==> src/rtl/sram_like_slave.sv <==
// rtl/sram_like_slave.sv - sram-like bus responder backed by a 1-cycle synchronous RAM
//
// Accepts requests with addr_ok and returns one in-order data_ok per accepted
// request. The RAM is accessed in the accept cycle. Each response waits in a
// small circular queue until its RAM data is available and its delay timer has
// expired.
//
// Optional feature macro: SRAM_LIKE_RANDOM_STALL_EN
//   When defined, an LFSR randomly withholds addr_ok and delays data_ok.
//
// Ports:
//   clk, reset          clock, synchronous active-high reset
//   req, wr, size       request valid, write flag, access size (size is unused)
//   wstrb, addr, wdata  byte enables, byte address, write data
//   addr_ok             request accepted this cycle (req && addr_ok)
//   data_ok, rdata      response valid, read data (0 for writes and when idle)
//   ram_en, ram_wen     RAM enable, RAM byte write enables
//   ram_addr, ram_wdata RAM word address, RAM write data
//   ram_rdata           RAM read data, valid the cycle after a read
module sram_like_slave #(
  parameter int DEPTH  = 2,
  parameter int DELAY  = 0,
  parameter int ADDR_W = 16
) (
  input  logic              clk,
  input  logic              reset,
  input  logic              req,
  input  logic              wr,
  input  logic [1:0]        size,
  input  logic [3:0]        wstrb,
  input  logic [31:0]       addr,
  input  logic [31:0]       wdata,
  output logic              addr_ok,
  output logic              data_ok,
  output logic [31:0]       rdata,
  output logic              ram_en,
  output logic [3:0]        ram_wen,
  output logic [ADDR_W-1:0] ram_addr,
  output logic [31:0]       ram_wdata,
  input  logic [31:0]       ram_rdata
);

  localparam logic [2:0] DEPTH_C = 3'(DEPTH);
  localparam logic [1:0] LAST_C  = 2'(DEPTH - 1);
  localparam logic [2:0] DELAY_C = 3'(DELAY);

  // Queue storage is always four slots. Only the first DEPTH slots are ever
  // used, which keeps every pointer index exactly two bits wide.
  logic [2:0]  count_q, count_d;
  logic [1:0]  head_q, head_d;
  logic [1:0]  tail_q, tail_d;
  logic [3:0]  is_wr_q, is_wr_d;
  logic [3:0]  has_data_q, has_data_d;
  logic [31:0] data_q [4];
  logic [31:0] data_d [4];
  logic [2:0]  timer_q [4];
  logic [2:0]  timer_d [4];
  // An entry pushed last cycle is waiting for its RAM data. That data is on
  // ram_rdata right now.
  logic        pend_q, pend_d;
  logic [1:0]  pend_idx_q, pend_idx_d;

  logic        stall;
  logic        hold;
  logic        accept;
  logic        head_bypass;
  logic        head_ready;
  logic [31:0] head_data;
  logic        unused_ok;

  assign unused_ok = ^{size, addr};

`ifdef SRAM_LIKE_RANDOM_STALL_EN
  logic [15:0] lfsr_q, lfsr_d;

  // Fibonacci LFSR with taps 16,14,13,11, shifting toward bit 0.
  always_comb begin
    lfsr_d = {lfsr_q[0] ^ lfsr_q[2] ^ lfsr_q[3] ^ lfsr_q[5], lfsr_q[15:1]};
  end

  always_ff @(posedge clk) begin
    if (reset) begin
      lfsr_q <= 16'hACE1;
    end else begin
      lfsr_q <= lfsr_d;
    end
  end

  assign stall = lfsr_q[0] & lfsr_q[1];
  assign hold  = lfsr_q[2] & lfsr_q[3];
`else
  assign stall = 1'b0;
  assign hold  = 1'b0;
`endif

  function automatic logic [1:0] next_ptr(input logic [1:0] p);
    return (p == LAST_C) ? 2'd0 : p + 2'd1;
  endfunction

  // addr_ok depends only on the occupancy count. A return in the same cycle
  // therefore cannot open a slot for an accept in that cycle.
  assign addr_ok = !reset && (count_q < DEPTH_C) && !stall;
  assign accept  = req && addr_ok;

  assign ram_en    = accept;
  assign ram_wen   = (accept && wr) ? wstrb : 4'b0000;
  assign ram_addr  = addr[ADDR_W+1:2];
  assign ram_wdata = wdata;

  // The head entry may have been pushed last cycle. Its data has not been
  // captured yet, so it is taken straight from ram_rdata.
  assign head_bypass = pend_q && (pend_idx_q == head_q);
  assign head_ready  = (count_q != 3'd0)
                    && (has_data_q[head_q] || head_bypass)
                    && (timer_q[head_q] == 3'd0)
                    && !hold;
  assign head_data   = has_data_q[head_q] ? data_q[head_q]
                     : (is_wr_q[head_q] ? 32'h0 : ram_rdata);

  assign data_ok = !reset && head_ready;
  assign rdata   = data_ok ? head_data : 32'h0;

  always_comb begin
    count_d    = count_q;
    head_d     = head_q;
    tail_d     = tail_q;
    is_wr_d    = is_wr_q;
    has_data_d = has_data_q;
    for (int i = 0; i < 4; i++) begin
      data_d[i]  = data_q[i];
      timer_d[i] = timer_q[i];
    end
    pend_d     = accept;
    pend_idx_d = tail_q;

    for (int i = 0; i < 4; i++) begin
      if (timer_q[i] != 3'd0) begin
        timer_d[i] = timer_q[i] - 3'd1;
      end
    end

    if (pend_q) begin
      has_data_d[pend_idx_q] = 1'b1;
      data_d[pend_idx_q]     = is_wr_q[pend_idx_q] ? 32'h0 : ram_rdata;
    end

    if (data_ok) begin
      head_d = next_ptr(head_q);
    end

    // A push targets a different slot than the capture above, except when
    // DEPTH is 1. In that case no accept can happen while an entry is pending.
    if (accept) begin
      is_wr_d[tail_q]    = wr;
      has_data_d[tail_q] = 1'b0;
      data_d[tail_q]     = 32'h0;
      timer_d[tail_q]    = DELAY_C;
      tail_d             = next_ptr(tail_q);
    end

    count_d = count_q + {2'b00, accept} - {2'b00, data_ok};
  end

  always_ff @(posedge clk) begin
    if (reset) begin
      count_q    <= 3'd0;
      head_q     <= 2'd0;
      tail_q     <= 2'd0;
      is_wr_q    <= 4'b0;
      has_data_q <= 4'b0;
      pend_q     <= 1'b0;
      pend_idx_q <= 2'd0;
      for (int i = 0; i < 4; i++) begin
        data_q[i]  <= 32'h0;
        timer_q[i] <= 3'd0;
      end
    end else begin
      count_q    <= count_d;
      head_q     <= head_d;
      tail_q     <= tail_d;
      is_wr_q    <= is_wr_d;
      has_data_q <= has_data_d;
      pend_q     <= pend_d;
      pend_idx_q <= pend_idx_d;
      for (int i = 0; i < 4; i++) begin
        data_q[i]  <= data_d[i];
        timer_q[i] <= timer_d[i];
      end
    end
  end

endmodule

==> config.mk <==
export PLATFORM = sky130hd
export DESIGN_NAME = sram_like_slave
export DESIGN_NICKNAME = d
export VERILOG_FILES = /design/src/rtl/sram_like_slave.sv
export SDC_FILE = /design/constraint.sdc
export NUM_CORES = 1
export LEC_CHECK = 0
export ABC_CLOCK_PERIOD_IN_PS = 8250
export CAP_MARGIN = 20
export CORE_ASPECT_RATIO = 1.4
export CORE_UTILIZATION = 48
export DETAILED_ROUTE_END_ITERATION = 10
export PLACE_DENSITY_LB_ADDON = 0.15
export SYNTH_ARGS = -nofsm -noshare
export SYNTH_HDL_FRONTEND = slang
export SYNTH_SLANG_ARGS = --single-unit
==> constraint.sdc <==
create_clock -name clk -period 8.25 [get_ports clk]
set_input_delay 1.65 -clock clk [delete_from_list [all_inputs] [get_ports clk]]
set_output_delay 1.65 -clock clk [all_outputs]
set_load 0.01 [all_outputs]
After elaboration in Yosys (flattened, before gate mapping)
Memories as Yosys holds them, arrays and structs flattened. A register that Yosys moved wholly into a read port is not among the register bits.
Cells that the tools add are included.
{ "op_classes": {"n_eq_ne": 3, "bitwise": 17, "addsub": 8, "magnitude_cmp": 10, "n_reduce_logical": 19, "n_mux": 49} }
{ "op_table": {"columns": ["cell", "n"], "rows": [
  ["$mux 32", 10],
  ["$mux 128", 2],
  ["$and 128x128->128", 1],
  ["$bwmux 128", 1],
  ["$demux 32 s2", 2],
  ["$not 128->128", 1],
  ["$mux 3", 9],
  ["$reduce_bool 3->1", 5],
  ["$and 12x12->12", 1],
  ["$mux 12", 1],
  ["$mux 2", 6],
  ["$mux 4", 3],
  ["$not 12->12", 1],
  ["$sub 3x1->3 const B", 4],
  ["$logic_and 1x1->1", 11],
  ["$lt 2x3->1 const B", 3],
  ["$mux 1", 8],
  ["$or 1x1->1", 8],
  ["$bmux 1 s2", 3],
  ["$demux 3 s2", 1],
  ["$ge 3x3->1 const B", 2],
  ["$lt 3x1->1 const B", 2],
  ["$not 2->3", 2],
  ["$add 2x1->2 const B", 2],
  ["other kinds (14)", 17]
]} }
{ "totals": {"out_inout_bits": 87, "inputBits": 106, "ram_bits": 140, "memories": 2, "word_cells": 115, "reg_bits": 18} }
{ "memory_table": {"columns": ["name", "depth", "width", "rd", "rd_ports_with_merged_regs", "wr", "line", "source"], "rows": [
  ["data_q", 4, 32, 5, 1, 4, "54", "logic [31:0] data_q [4];"],
  ["timer_q", 4, 3, 5, 1, 4, "56", "logic [2:0] timer_q [4];"]
]} }

Longest topological paths before layout
{ "logic_depth": {"depth_word": 10, "depth_mapped": 11, "mapped_depth_nobuf": 10} }

Worst setup path after synthesis
Ideal clock, no wire load.
{ "synth_path": {"path_type": "in2out", "startpoint": "input reset", "endpoint": "output rdata[10]", "slack_ns": 4.219, "required_time_ns": 6.600, "arrival_time_ns": 2.381, "path_stages": 4, "cell_sequence": "a31oi_1 -> nand4_2 -> buf_4 -> nor2_1"} }
{ "synth_via": {"elab_chain_cells": 3} }
{ "synth_lines": {"columns": ["item", "line", "source"], "rows": [
  ["start: declaration", "26", "input logic reset,"],
  ["$logic_not 1->1", "120", "assign data_ok = !reset && head_ready;"],
  ["$logic_and 1x1->1", "120", null],
  ["$mux 32", "121", "assign rdata = data_ok ? head_data : 32'h0;"],
  ["end: declaration", "35", "output logic [31:0] rdata,"]
]} }
Every way passes these cells.

Worst setup path in the final report
{ "layout_path": {"startpoint": "input reset", "endpoint": "output rdata[1]"} }
Same word-level chain as after synthesis.

==> flow_summary.toml <==
[setup_path]
reg2reg_slack_ps = 4610
critPathMaxFanout = 20
cp-start-kind = "input port"
endpoint_kind = "output port"
ff2ff_path_depth = 11
worstPathArrival_ps = 4250
path_class = "input port to output port"
cp.required_ps = 6600
reg2reg_to = "count_q[2]"

[die]
start_util = 0.4914
fp.dieH_um = 151.6
die_area_mm2 = 0.01650
num_rows = 54
ioPinCount = 193
fp.dieW_um = 108.8
core_area_mm2 = 0.01561

[sta]
report.final.slew_viol_count = 0
worstMarginPinSlew_ps = 1013
finalClockSkew_ps = 8.983
hold_viol = 0
finalWorstPathRequiredPeriod_ps = 5900
finalCritPeriodShare = 0.7151
tns_ps = 0
max_freq_ghz = 0.1695
setup_viol = 0
rsz0062_at_grt = "false"
relSlewSlack = 0.3229

[cts]
htree_levels = 4
post_cts_buffers = 0
clk_pin_slew_ps = 60
cts_resized = 0
cts_tree = "built"
clock_path_buffers = 2
postCtsHoldBufs = 0
cts_root_buffer = "clkbuf_16"
cts_buffers = 17
cts_sinks = 160
clk_latency_ps = 430

[pwr]
ir_drop_mv = 0.1365
p_leak_nw = 3.003
pwr_density_cell_mw_per_mm2 = 252.9

[placed_design]
place_area_mm2 = 0.008129
io_buffer_count = 78
gp_congestion = 0.7251
dp_hpwl_um = 12130
dp_cells = 1085

[yosys]
async_flop_share = 0
ys_types = 43
synth_ff_type = "dfxtp_1"
synth_cells = 918
yosys.area.top_type = "dfxtp_1"
syn_avg_cell_area_um2 = 8.355
synth-edff-count = 0
syn_nets = 1036
syn_area_mm2 = 0.007670
ys_top_cells_by_area = "dfxtp_1 (42%), nand2_1 (13%), mux4_2 (10%), a21oi_1 (8.6%), buf_4 (5.6%)"
synth-seq-cells = 160
synth_top_area_frac = 0.4176
synth-seq-area-share = 0.4176
ys.warnings.count = 0

[grt]
antenna_found_initial = 0
grt_use_total = 0.2699
use_met2 = 0.4725
grt_pass1_wl_um = 33420
grt_pass1_vias = 6553
grt.met3_usage = 0.05261
top_usage_layer = "met2"
grt-ovfl-total = 0
grt_max_degree = 37
use_met1 = 0.3050

[finish]
antennaDiodeCount = 0
area.growth.synth_to_final_pct = 14.31
layout_common_cells = "nand2_1 (260), dfxtp_1 (159), a21oi_1 (132)"
finalNonFillerCells = 1116
final_area_mm2 = 0.008767
fill_cells = 1443
drive_above_1_share = 0.1054
nNetsFinal = 1026
mostFrequentLayoutCell = "nand2_1"

[worst_hold_path]
min_from = "data_q[3][8]"
hold_depth = 2
min_to = "data_q[3][8]"
hold_path.class = "register to register"

[routing]
finalWirelength_um = 21120
drc = 0
vias = 6395
routed_via_density = 5.730
first_pass_iters = 4
drtAntennaViolNets = 0
drt-initial-drc-count = 321
avgRoutedWirePerCell_um = 18.92

[flow_run]
drv_cap = 0

[run_status]
outcome = "complete, no violations"
==> area by class of cell <==
class / count / area [um2] / area share
Clock buffer: 21 / 480.5 / 0.05480
Timing Repair Buffer: 85 / 853.3 / 0.09733
Inverter: 18 / 67.56 / 0.007707
Tap cell: 196 / 245.2 / 0.02797
Clock inverter: 10 / 157.7 / 0.01798
Sequential cell: 160 / 3204 / 0.3655
Multi-Input combinational cell: 626 / 3759 / 0.4287
==> cell usage after synthesis (3+ instances only) <==
master,n
a211oi_1,4
a21oi_1,132
a22oi_1,32
and2b_2,6
and3_1,5
and3b_1,3
buf_2,22
buf_4,57
clkbuf_1,34
dfxtp_1,160
ha_1,11
inv_1,17
mux2i_1,6
mux4_2,35
nand2_1,262
nand2b_1,4
nand3_1,3
nor2_1,62
nor2b_1,29
nor2b_2,3
nor3_1,3
xnor2_1,7
==> cells by family (layout without fill, tap and decap cells) <==
logic type,count (synthesis),in the layout,share of synthesized area
muxes,41,41,0.1106
and+or+nand+nor,393,393,0.2207
buffers and inverters,132,134,0.09608
xor gates and xnor gates,8,8,0.009136
DFF,160,160,0.4176
adders and majority gates,12,12,0.02055
AOI/OAI and AO/OA,172,172,0.1253
==> per-stage QoR <==
| stage | setup WS, ps | util | power, mW | hold slack, ps |
|---|---|---|---|---|
| detailed placement | 2347 | 0.5208 | 1.391 | 446.0 |
| global placement | 2102 | 0.5191 | 1.361 | 438.0 |
| global route | 2200 | 0.5617 | 2.323 | 470.2 |
| finish | 2350 | 0.5617 | 2.217 | 451.7 |
| floorplan | 4219 | - | 1.255 | 433.1 |
| CTS | 2345 | 0.5617 | 2.228 | 454.2 |
==> critical path, stage by stage <==
cell and delay [ps]:
clkdlybuf4s50_1 700, a31oi_1 340, nand4_2 500, buf_16 370
nor2_1 120, clkdlybuf4s50_1 540
==> worst max path at each step <==
| stage | from | to | slack (ps) | cells after the start |
|---|---|---|---|---|
| 2_1_floorplan | reset | rdata[10] | 4220 | 4 |
| 3_3_place_gp | reset | rdata[13] | 2100 | 5 |
| 3_5_place_dp | reset | rdata[3] | 2350 | 6 |
| 4_1_cts | reset | rdata[1] | 2350 | 6 |
| 5_1_grt | reset | rdata[3] | 2200 | 6 |
| 6_report | reset | rdata[1] | 2350 | 6 |
==> registers in the layout, indices dropped and copies added (netlist names), named ones only <==
signal / flops
data_q: 128
timer_q: 12
has_data_q: 4
is_wr_q: 4
count_q: 3
head_q: 2
pend_idx_d: 2
pend_idx_q: 2
pend_q: 1
==> metal layers <==
metal  part of all wire  vias to the layer above  wire length [um]
li1                   -                     2991                 -
met1               0.40                     3159              8444
met2               0.51                      179             10820
met3              0.049                       66              1028
met4              0.039                        0               827
met5                  0                        -                 0
==> where the power goes <==
| group | leakage [nW] | internal [mW] | switching (mW) |
|---|---|---|---|
| logic | 1.40 | 0.212 | 0.295 |
| clock network | 0.307 | 0.535 | 0.308 |
| registers | 1.30 | 0.827 | 0.0399 |
| total | 3.00 | 1.57 | 0.643 |
Power figures use the tool's default switching activity.
